[config.mk]
export PLATFORM = sky130hd
export DESIGN_NAME = ccip_mmio_responder
export DESIGN_NICKNAME = d
export VERILOG_FILES = /design/src/rtl/ase_mmio_pkg.sv /design/src/rtl/ccip_mmio_decode.sv /design/src/rtl/ccip_mmio_responder.sv
export SDC_FILE = /design/constraint.sdc
export NUM_CORES = 2
export LEC_CHECK = 0
export CAP_MARGIN = 5
export CORE_AREA = 2 2 492 494
export CTS_CLUSTER_SIZE = 28
export DETAILED_ROUTE_END_ITERATION = 8
export DIE_AREA = 0 0 494 496
export DONT_BUFFER_PORTS = 1
export SYNTH_ARGS = -nofsm -noshare
export SYNTH_HDL_FRONTEND = slang
export SYNTH_SLANG_ARGS = --single-unit
[constraint.sdc]
create_clock -name clk -period 2.9 [get_ports clk]
set_input_delay 0.58 -clock clk [delete_from_list [all_inputs] [get_ports clk]]
set_output_delay 0.58 -clock clk [all_outputs]
set_load 0.01 [all_outputs]
[src/rtl/ase_mmio_pkg.sv]
// Shared CCI-P MMIO types, CSR index map and length encodings.
// Includes the read-pipeline bundle used by ccip_mmio_responder.
package ase_mmio_pkg;

    localparam int CSR_IDX_DFH      = 0;
    localparam int CSR_IDX_AFU_ID_L = 1;
    localparam int CSR_IDX_AFU_ID_H = 2;
    localparam int CSR_IDX_RSVD     = 3;
    localparam int CSR_FIRST_RW     = 4;

    localparam logic [1:0] MMIO_LEN_4B   = 2'b00;
    localparam logic [1:0] MMIO_LEN_8B   = 2'b01;
    localparam logic [1:0] MMIO_LEN_64B  = 2'b10;
    localparam logic [1:0] MMIO_LEN_RSVD = 2'b11;

    typedef logic [26:0] t_ccip_c0_RspHdr;

    typedef struct packed {
        logic [15:0] address;
        logic [1:0]  length;
        logic [8:0]  tid;
    } t_ccip_c0_ReqMmioHdr;

    typedef struct packed {
        t_ccip_c0_RspHdr hdr;
        logic [63:0]     data;
        logic            mmioWrValid;
        logic            mmioRdValid;
    } t_if_ccip_c0_Rx;

    typedef struct packed {
        t_if_ccip_c0_Rx c0;
    } t_if_ccip_Rx;

    typedef struct packed {
        logic [8:0] tid;
    } t_ccip_c2_RspMmioHdr;

    typedef struct packed {
        t_ccip_c2_RspMmioHdr hdr;
        logic                mmioRdValid;
        logic [63:0]         data;
    } t_if_ccip_c2_Tx;

    typedef struct packed {
        logic        valid;
        logic [8:0]  tid;
        logic [14:0] idx;
        logic        half;
        logic [1:0]  len;
        logic        illegal;
    } t_mmio_rd_pipe;

endpackage

[src/rtl/ccip_mmio_decode.sv]
// Combinational MMIO header decode: CSR index, dword half, legality.
// Shared by the read and write paths of ccip_mmio_responder.
module ccip_mmio_decode
    import ase_mmio_pkg::*;
#(
    parameter int NUM_CSRS = 16
) (
    input  t_ccip_c0_ReqMmioHdr hdr,
    output logic [14:0]         idx,
    output logic                half,
    output logic                legal
);

    logic len_ok;
    logic in_range;

    always_comb begin
        idx      = hdr.address[15:1];
        half     = hdr.address[0];
        in_range = int'(idx) < NUM_CSRS;
        len_ok   = (hdr.length == MMIO_LEN_4B) ||
                   ((hdr.length == MMIO_LEN_8B) && !half);
        legal    = in_range && len_ok;
    end

endmodule

[src/rtl/ccip_mmio_responder.sv]
// CCI-P MMIO completer and CSR file with a two-stage read pipeline.
// Optional macro CCIP_MMIO_ERR_LOG_EN turns the top CSR into an error log.
module ccip_mmio_responder
    import ase_mmio_pkg::*;
#(
    parameter int          NUM_CSRS  = 16,
    parameter logic [63:0] DFH_VALUE = 64'h1000_0000_0000_0000,
    parameter logic [63:0] AFU_ID_L  = 64'h0,
    parameter logic [63:0] AFU_ID_H  = 64'h0
) (
    input  logic                        clk,
    input  logic                        SoftReset,
    input  t_if_ccip_Rx                 ccip_rx,
    output t_if_ccip_c2_Tx              ccip_c2tx,
    output logic [NUM_CSRS*64-1:0]      csr_q,
    output logic [NUM_CSRS-1:0]         csr_wr_pulse,
    input  logic                        hw_wr_en,
    input  logic [$clog2(NUM_CSRS)-1:0] hw_wr_idx,
    input  logic [63:0]                 hw_wr_data
);

    localparam int IW = $clog2(NUM_CSRS);
`ifdef CCIP_MMIO_ERR_LOG_EN
    localparam int RW_LAST = NUM_CSRS - 2;
`else
    localparam int RW_LAST = NUM_CSRS - 1;
`endif

    t_ccip_c0_ReqMmioHdr hdr;
    logic [14:0]         dec_idx;
    logic                dec_half;
    logic                dec_legal;
    logic                wr_ok;

    logic [63:0]         regs_q [NUM_CSRS];
    logic [63:0]         regs_d [NUM_CSRS];
    logic [NUM_CSRS-1:0] pulse_q, pulse_d;
    t_mmio_rd_pipe       rd_s1_q, rd_s1_d;
    t_if_ccip_c2_Tx      c2_q, c2_d;
    logic [63:0]         rd_word;

    assign hdr = t_ccip_c0_ReqMmioHdr'(ccip_rx.c0.hdr);

    ccip_mmio_decode #(.NUM_CSRS(NUM_CSRS)) u_dec (
        .hdr   (hdr),
        .idx   (dec_idx),
        .half  (dec_half),
        .legal (dec_legal)
    );

    assign wr_ok = ccip_rx.c0.mmioWrValid && dec_legal;

`ifdef CCIP_MMIO_ERR_LOG_EN
    logic [31:0] err_cnt_q, err_cnt_d;
    logic [15:0] err_addr_q, err_addr_d;
    logic        illegal_ev;

    // A read colliding with a write is dropped and logged as illegal
    always_comb begin
        illegal_ev = (ccip_rx.c0.mmioWrValid && !dec_legal) ||
                     (ccip_rx.c0.mmioRdValid &&
                      (!dec_legal || ccip_rx.c0.mmioWrValid));
        err_cnt_d  = err_cnt_q;
        err_addr_d = err_addr_q;
        if (illegal_ev) begin
            if (err_cnt_q != 32'hFFFF_FFFF)
                err_cnt_d = err_cnt_q + 32'd1;
            err_addr_d = hdr.address;
        end
    end

    always_ff @(posedge clk) begin
        if (SoftReset) begin
            err_cnt_q  <= '0;
            err_addr_q <= '0;
        end else begin
            err_cnt_q  <= err_cnt_d;
            err_addr_q <= err_addr_d;
        end
    end
`endif

    // CSR update: hardware port first so an MMIO write to the same index wins
    always_comb begin
        for (int i = 0; i < NUM_CSRS; i++)
            regs_d[i] = regs_q[i];
        pulse_d = '0;
        regs_d[CSR_IDX_DFH]      = DFH_VALUE;
        regs_d[CSR_IDX_AFU_ID_L] = AFU_ID_L;
        regs_d[CSR_IDX_AFU_ID_H] = AFU_ID_H;
        regs_d[CSR_IDX_RSVD]     = '0;
        for (int i = CSR_FIRST_RW; i <= RW_LAST; i++) begin
            if (hw_wr_en && (hw_wr_idx == IW'(i)))
                regs_d[i] = hw_wr_data;
            if (wr_ok && (dec_idx == 15'(i))) begin
                pulse_d[i] = 1'b1;
                if (hdr.length == MMIO_LEN_8B)
                    regs_d[i] = ccip_rx.c0.data;
                else if (dec_half)
                    regs_d[i][63:32] = ccip_rx.c0.data[31:0];
                else
                    regs_d[i][31:0] = ccip_rx.c0.data[31:0];
            end
        end
`ifdef CCIP_MMIO_ERR_LOG_EN
        regs_d[NUM_CSRS-1] = {16'h0, err_addr_d, err_cnt_d};
`endif
    end

    always_comb begin
        rd_s1_d.valid   = ccip_rx.c0.mmioRdValid &&
                          !ccip_rx.c0.mmioWrValid;
        rd_s1_d.tid     = hdr.tid;
        rd_s1_d.idx     = dec_idx;
        rd_s1_d.half    = dec_half;
        rd_s1_d.len     = hdr.length;
        rd_s1_d.illegal = !dec_legal;
    end

    always_comb begin
        rd_word = '0;
        for (int i = 0; i < NUM_CSRS; i++)
            if (rd_s1_q.idx == 15'(i))
                rd_word = regs_q[i];
        c2_d.mmioRdValid = rd_s1_q.valid;
        c2_d.hdr.tid     = rd_s1_q.tid;
        c2_d.data        = '0;
        if (rd_s1_q.valid && !rd_s1_q.illegal) begin
            if (rd_s1_q.len == MMIO_LEN_8B)
                c2_d.data = rd_word;
            else if (rd_s1_q.half)
                c2_d.data = {32'h0, rd_word[63:32]};
            else
                c2_d.data = {32'h0, rd_word[31:0]};
        end
    end

    always_ff @(posedge clk) begin
        if (SoftReset) begin
            for (int i = 0; i < NUM_CSRS; i++)
                regs_q[i] <= '0;
            regs_q[CSR_IDX_DFH]      <= DFH_VALUE;
            regs_q[CSR_IDX_AFU_ID_L] <= AFU_ID_L;
            regs_q[CSR_IDX_AFU_ID_H] <= AFU_ID_H;
            pulse_q <= '0;
            rd_s1_q <= '0;
            c2_q    <= '0;
        end else begin
            for (int i = 0; i < NUM_CSRS; i++)
                regs_q[i] <= regs_d[i];
            pulse_q <= pulse_d;
            rd_s1_q <= rd_s1_d;
            c2_q    <= c2_d;
        end
    end

    always_comb begin
        for (int i = 0; i < NUM_CSRS; i++)
            csr_q[64*i +: 64] = regs_q[i];
    end

    assign csr_wr_pulse = pulse_q;
    assign ccip_c2tx    = c2_q;

endmodule

* After elaboration in Yosys (flattened, before gate mapping) *
Memory sizes are Yosys's and may differ from the RTL's.
Index checks and enable logic that the tools add are counted.
Widths: inputs -> output; s select.

word-level totals
  register bits = 119
  latch bits = 0
  RAM bits = 1024
  bits in read-only memories = 0
  bits of input ports = 164
  logic and storage cells = 223
  memories = 1

memories
  memory  depth  width  rd ports  clocked after Yosys merged registers in  write ports  RTL line                   text
  regs_q  16     64     16        0                                        16           ccip_mmio_responder.sv:35  logic [63:0] regs_q [NUM_CSRS];

operators by class
  add/sub/neg operators = 0
  $mul = 0
  div/mod/pow operators = 0
  magnitude comparators = 1
  equal/unequal tests = 41
  shifts and indexed selects = 0
  mux-type cells = 112
  bitwise operators = 20
  reductions and logical operators = 37

operators by type and width
  kind                 number
  $mux 64              72
  $mux 32              25
  $eq 15x4->1 const B  16
  $eq 15x3->1 const B  8
  $eq 4x4->1 const B   8
  $eq 15x2->1 const B  2
  $logic_and 1x1->1    29
  $or 1x1->1           19
  $eq 4x3->1 const B   4
  $eq 15x1->1 const B  1
  $logic_not 15->1     1
  $lt 15x5->1 const B  1
  $mux 1               15
  $eq 2x1->1 const B   2
  $logic_not 1->1      4
  $logic_not 2->1      1
  $reduce_or 2->1      1
  $logic_or 1x1->1     1
  $not 1->1            1

* Logic depth before layout (Yosys ltp) *
  depth after elaboration = 19
  gate-level depth with buffers = 12
  mapped depth without buffers = 7

* By module *
Synthesis repeated with hierarchy kept, for this count alone.

unflattened totals
  cell total of the unflattened synthesis = 5199
  area total of the unflattened synthesis = 46453.3 µm²

modules (own cells, without submodules)
  module               instances  cells an instance  area each (µm²)  sequential area each (µm²)
  ccip_mmio_responder  1          5178               46301.9          17677.0
  ccip_mmio_decode     1          21                 151.4            0.0

* Worst setup path after synthesis *
OpenSTA, ideal clock, no wires.

  path kind = input to register
  start point = input ccip_rx[85] (netlist bit)
  end point = memory regs_q[8][36], in the netlist regs_q[1][36]
  arrival time = 2397 ps
  required time = 2805 ps
  setup slack = 408 ps
  stages = 8
  path through = nor4_2 -> and4_1 -> and2_1 -> nand3b_1 -> nor3_2 -> buf_2 -> nand2_1 -> a221oi_1

RTL lines
  what             RTL line                   text
  start, declared  ccip_mmio_responder.sv:13  input t_if_ccip_Rx ccip_rx,
  end, declared    ccip_mmio_responder.sv:35

* Worst setup path after layout *
  start point = register rd_s1_q[7] (netlist bit)
  end point = register c2_q, in the netlist ccip_c2tx[24]

on the way
  longest elaborated chain between the ends = 19

RTL lines
  what                    RTL line                    text
  start, declared         ccip_mmio_responder.sv:38   t_mmio_rd_pipe rd_s1_q, rd_s1_d;
  start signal, assigned  ccip_mmio_responder.sv:152  rd_s1_q <= rd_s1_d;
  $logic_not 15->1        ccip_mmio_responder.sv:123  if (rd_s1_q.idx == 15'(i))
  $mux 64 (15 in series)  ccip_mmio_responder.sv:123
  $mux 64 (*)             ccip_mmio_responder.sv:123
  $mux 32                 ccip_mmio_responder.sv:131  else if (rd_s1_q.half)
  $mux 64 (*)             ccip_mmio_responder.sv:129  if (rd_s1_q.len == MMIO_LEN_8B)
  end signal, assigned    ccip_mmio_responder.sv:147  c2_q <= '0;
  end signal, assigned    ccip_mmio_responder.sv:153  c2_q <= c2_d;
  end, declared           ccip_mmio_responder.sv:39   t_if_ccip_c2_Tx c2_q, c2_d;

Mark *: on every way between the ends. The rest lies on a longest branch, timed or not.
A chain may end at the register's enable or synchronous reset.

==> impl_metrics.py <==
metrics = {
    "finish": {
        "fin_nets": 5482,
        "syn2layout_area_growth_pct": 28.2,
        "drive_gt1_share_pct": 16.8,
        "final_cell_mix": "870 x dfxtp_1, 796 x mux2i_1, 479 x nor2_1",
        "final_common_cell": "dfxtp_1",
        "final_cells": 8667,
    },
    "clocking": {
        "clk_pin_slew_worst_paths_ps": 70,
        "clk-insertion-delay-late_ps": 810,
        "cts_tree": "yes",
        "clk_path_buf_depth": 3,
        "cts_made_buffers": 107,
        "cts_max_level": 3,
        "cts_sinks": 883,
        "clockRootBuffer": "clkbuf_16",
    },
    "yosys": {
        "synthXorXnorAreaFrac_pct": 0,
        "syn_avg_cell_area_sq_um": 8.94,
        "synth_top_area_share_pct": 38.2,
        "synthMuxAreaShare_pct": 17.7,
        "synthSimpleGateAreaFrac_pct": 11.8,
        "synth_edf_count": 0,
        "synth_cells": 5173,
        "yosys_register_bits": 883,
        "syn-cell-area_sq_mm": 0.0463,
        "ys_seq_area_share_pct": 38.2,
        "synth_adder_area_share_pct": 0,
        "yosysWarningCount": 0,
        "synth_top_family_by_area": "compound AO/OA/AOI/OAI gates",
        "yosys.area.top_type": "dfxtp_1",
        "synth-async-reset-ratio_pct": 0,
        "ys.flop_type": "dfxtp_1",
        "netlist_top_cells_area": "dfxtp_1 38%, mux2i_1 17%, a221oi_1 8.1%",
        "synth-compound-area-share_pct": 22.7,
        "synth_cell_types": 85,
    },
    "sta": {
        "grt_setup_unrepaired": "yes",
        "drv_slew": 0,
        "skew_ps": 45.3,
        "final.min_clock_period_ps": 3120,
        "period_share_pct": 108,
        "relSlewSlack_pct": 10.1,
        "layout_setup_ws_ps": -223,
        "worst_pin_slew_ps": 1350,
        "final_hold_viol_count": 0,
        "finalSetupViolCount": 15,
        "timing.setup.tns_ps": -1240,
        "fmax_mhz": 320,
    },
    "worst_hold_path": {
        "hp-class": "in -> reg",
        "hold_path_end": "regs_q[1][174]",
        "hold_path_depth": 2,
        "min-delay-start": "hw_wr_data[46]",
    },
    "pwr": {
        "p_per_area_mw_per_mm2": 517,
        "ir_drop_mv": 0.475,
        "leakage_nw": 20.4,
    },
    "placement": {
        "dp.cells": 8170,
        "port-buffer-count": 0,
        "gp_congestion": 0.943,
        "dp_hpwl_mm": 298,
    },
    "critical_path": {
        "startpoint_type": "register",
        "reg2reg_slack_ps": -220,
        "cpLargestDelayFamily": "compound AO/OA/AOI/OAI gates",
        "worstSetupStartpoint": "rd_s1_q[7]",
        "rr_startpoint": "rd_s1_q[7]",
        "cp.arrival_ps": 3790,
        "cp_slowest_cell": "a222oi_1",
        "r2r_end": "ccip_c2tx[24]",
        "crit_fanout": 10,
        "path_cells": "buf_12, nand4b_1, nor4_4, buf_4, buf_12, buf_8, a22oi_2, nand3_2, a222oi_1, buf_4, o22ai_4",
        "worst-setup-path-type": "reg -> reg",
        "crit_buf_inv": 5,
        "worst_setup_path_end_kind": "register",
        "ff2ff_path_depth": 11,
        "worstPathRequired_ps": 3560,
        "max_stage_delay_ps": 950,
    },
    "floorplanning": {
        "initial_utilization_pct": 19.3,
        "dieHeight_um": 496,
        "coreArea_sq_mm": 0.240,
        "dieArea_sq_mm": 0.245,
        "rows": 180,
        "io-pin-count": 1278,
        "die_w_um": 494,
    },
    "drt": {
        "dr_total_vias": 49700,
        "first_iter_violations": 8246,
        "drc": 7,
        "routed_wl_mm": 404,
        "avgViaCountPerCell": 5.74,
        "first_pass_iters": 9,
        "avgRoutedWirePerCell_um": 46.6,
        "drtAntennaViolNets": 0,
    },
    "flow_run": {
        "drv_cap": 0,
    },
    "grt": {
        "grt_max_degree": 820,
        "grt_overflow": 0,
        "grt.total_usage_pct": 31.0,
        "antenna_found_initial": 63,
        "grt_first_pass_wirelength_mm": 503,
        "grt_pass1_vias": 44400,
    },
    "outcome": {
        "violations": "design-rule violations, negative setup slack",
        "status": "finished, violations left",
    },
}
-- cells by family (layout without fill, tap and decap cells) --
logic type,Yosys count,count (layout)
compound gates,1369,1369
simple gates,1231,1231
flops,883,883
buf+inv,877,858
mux,811,811
other cells,2,330
-- stage by stage --
step / utilization (%) / cell area (sq um) / power (W) / setup slack [ps] / hold slack (ps)
floorplan: - / 47200 / 0.0143 / 408 / 414
global placement: 21.7 / 52000 / 0.0147 / -975 / 415
detailed placement: 21.7 / 52000 / 0.0147 / -882 / 424
CTS: 24.2 / 58000 / 0.0303 / -106 / 0.143
global route: 24.7 / 59300 / 0.0312 / -175 / 42.4
finish: 24.7 / 59300 / 0.0307 / -223 / 39.5
-- registers in the layout, summed over array words and instances (netlist names) --
register and count:
c2_d 10, ccip_c2tx 74, csr_wr_pulse 12, rd_s1_q 19, regs_q 768
-- layer usage --
metal,global-route usage [%],vias up,wire length (um)
met4,19.5,18,31400
met2,46.2,4700,169000
met5,0,-,127
met3,18.9,1145,68500
met1,33.1,24600,135000
li1,-,19200,-
-- cells in the mapped netlist (41+ instances only) --
cell type	number
buf_2	58
a21oi_1	98
buf_4	269
a211oi_1	419
o22ai_1	41
nand2_1	468
nor2_1	510
nor2b_1	69
mux2i_1	796
dfxtp_1	883
o21ai_0	91
a221oi_1	428
a22oi_1	84
clkbuf_1	509
-- timing repair --
item | CTS | global route
hold buffers | 134 | 0
pin swaps | 25 | 48
endpoints found under the hold margin | 432 | 0
gates cloned | 2 | 6
endpoints found under the setup margin | 58 | 71
buffers inserted | 34 | 47
gates resized for setup | 90 | 97
-- final cells by class --
type	count	area, sq um
Clock inverter	58	881
Fill cell	25600	180000
Timing Repair Buffer	653	7350
Multi-Input combinational cell	3671	26100
Clock buffer	145	3090
Antenna cell	70	175
Tap cell	3185	3990
Inverter	2	7.51
Sequential cell	883	17700
-- report_power, final --
part / internal (W) / switching (W) / total [W]
Sequential: 0.0123 / 0.000442 / 0.0127
Combinational: 0.000752 / 0.00174 / 0.00250
Clock: 0.00904 / 0.00640 / 0.0154
Total: 0.0221 / 0.00858 / 0.0307
-- how the worst max path moves through the flow --
stage,end,cells after the start
floorplan,regs_q[1][36],8
global placement,ccip_c2tx[46],11
detailed placement,ccip_c2tx[46],11
CTS,ccip_c2tx[46],12
global route,ccip_c2tx[24],12
finish,ccip_c2tx[24],11
(Power assumes the default switching activity.)
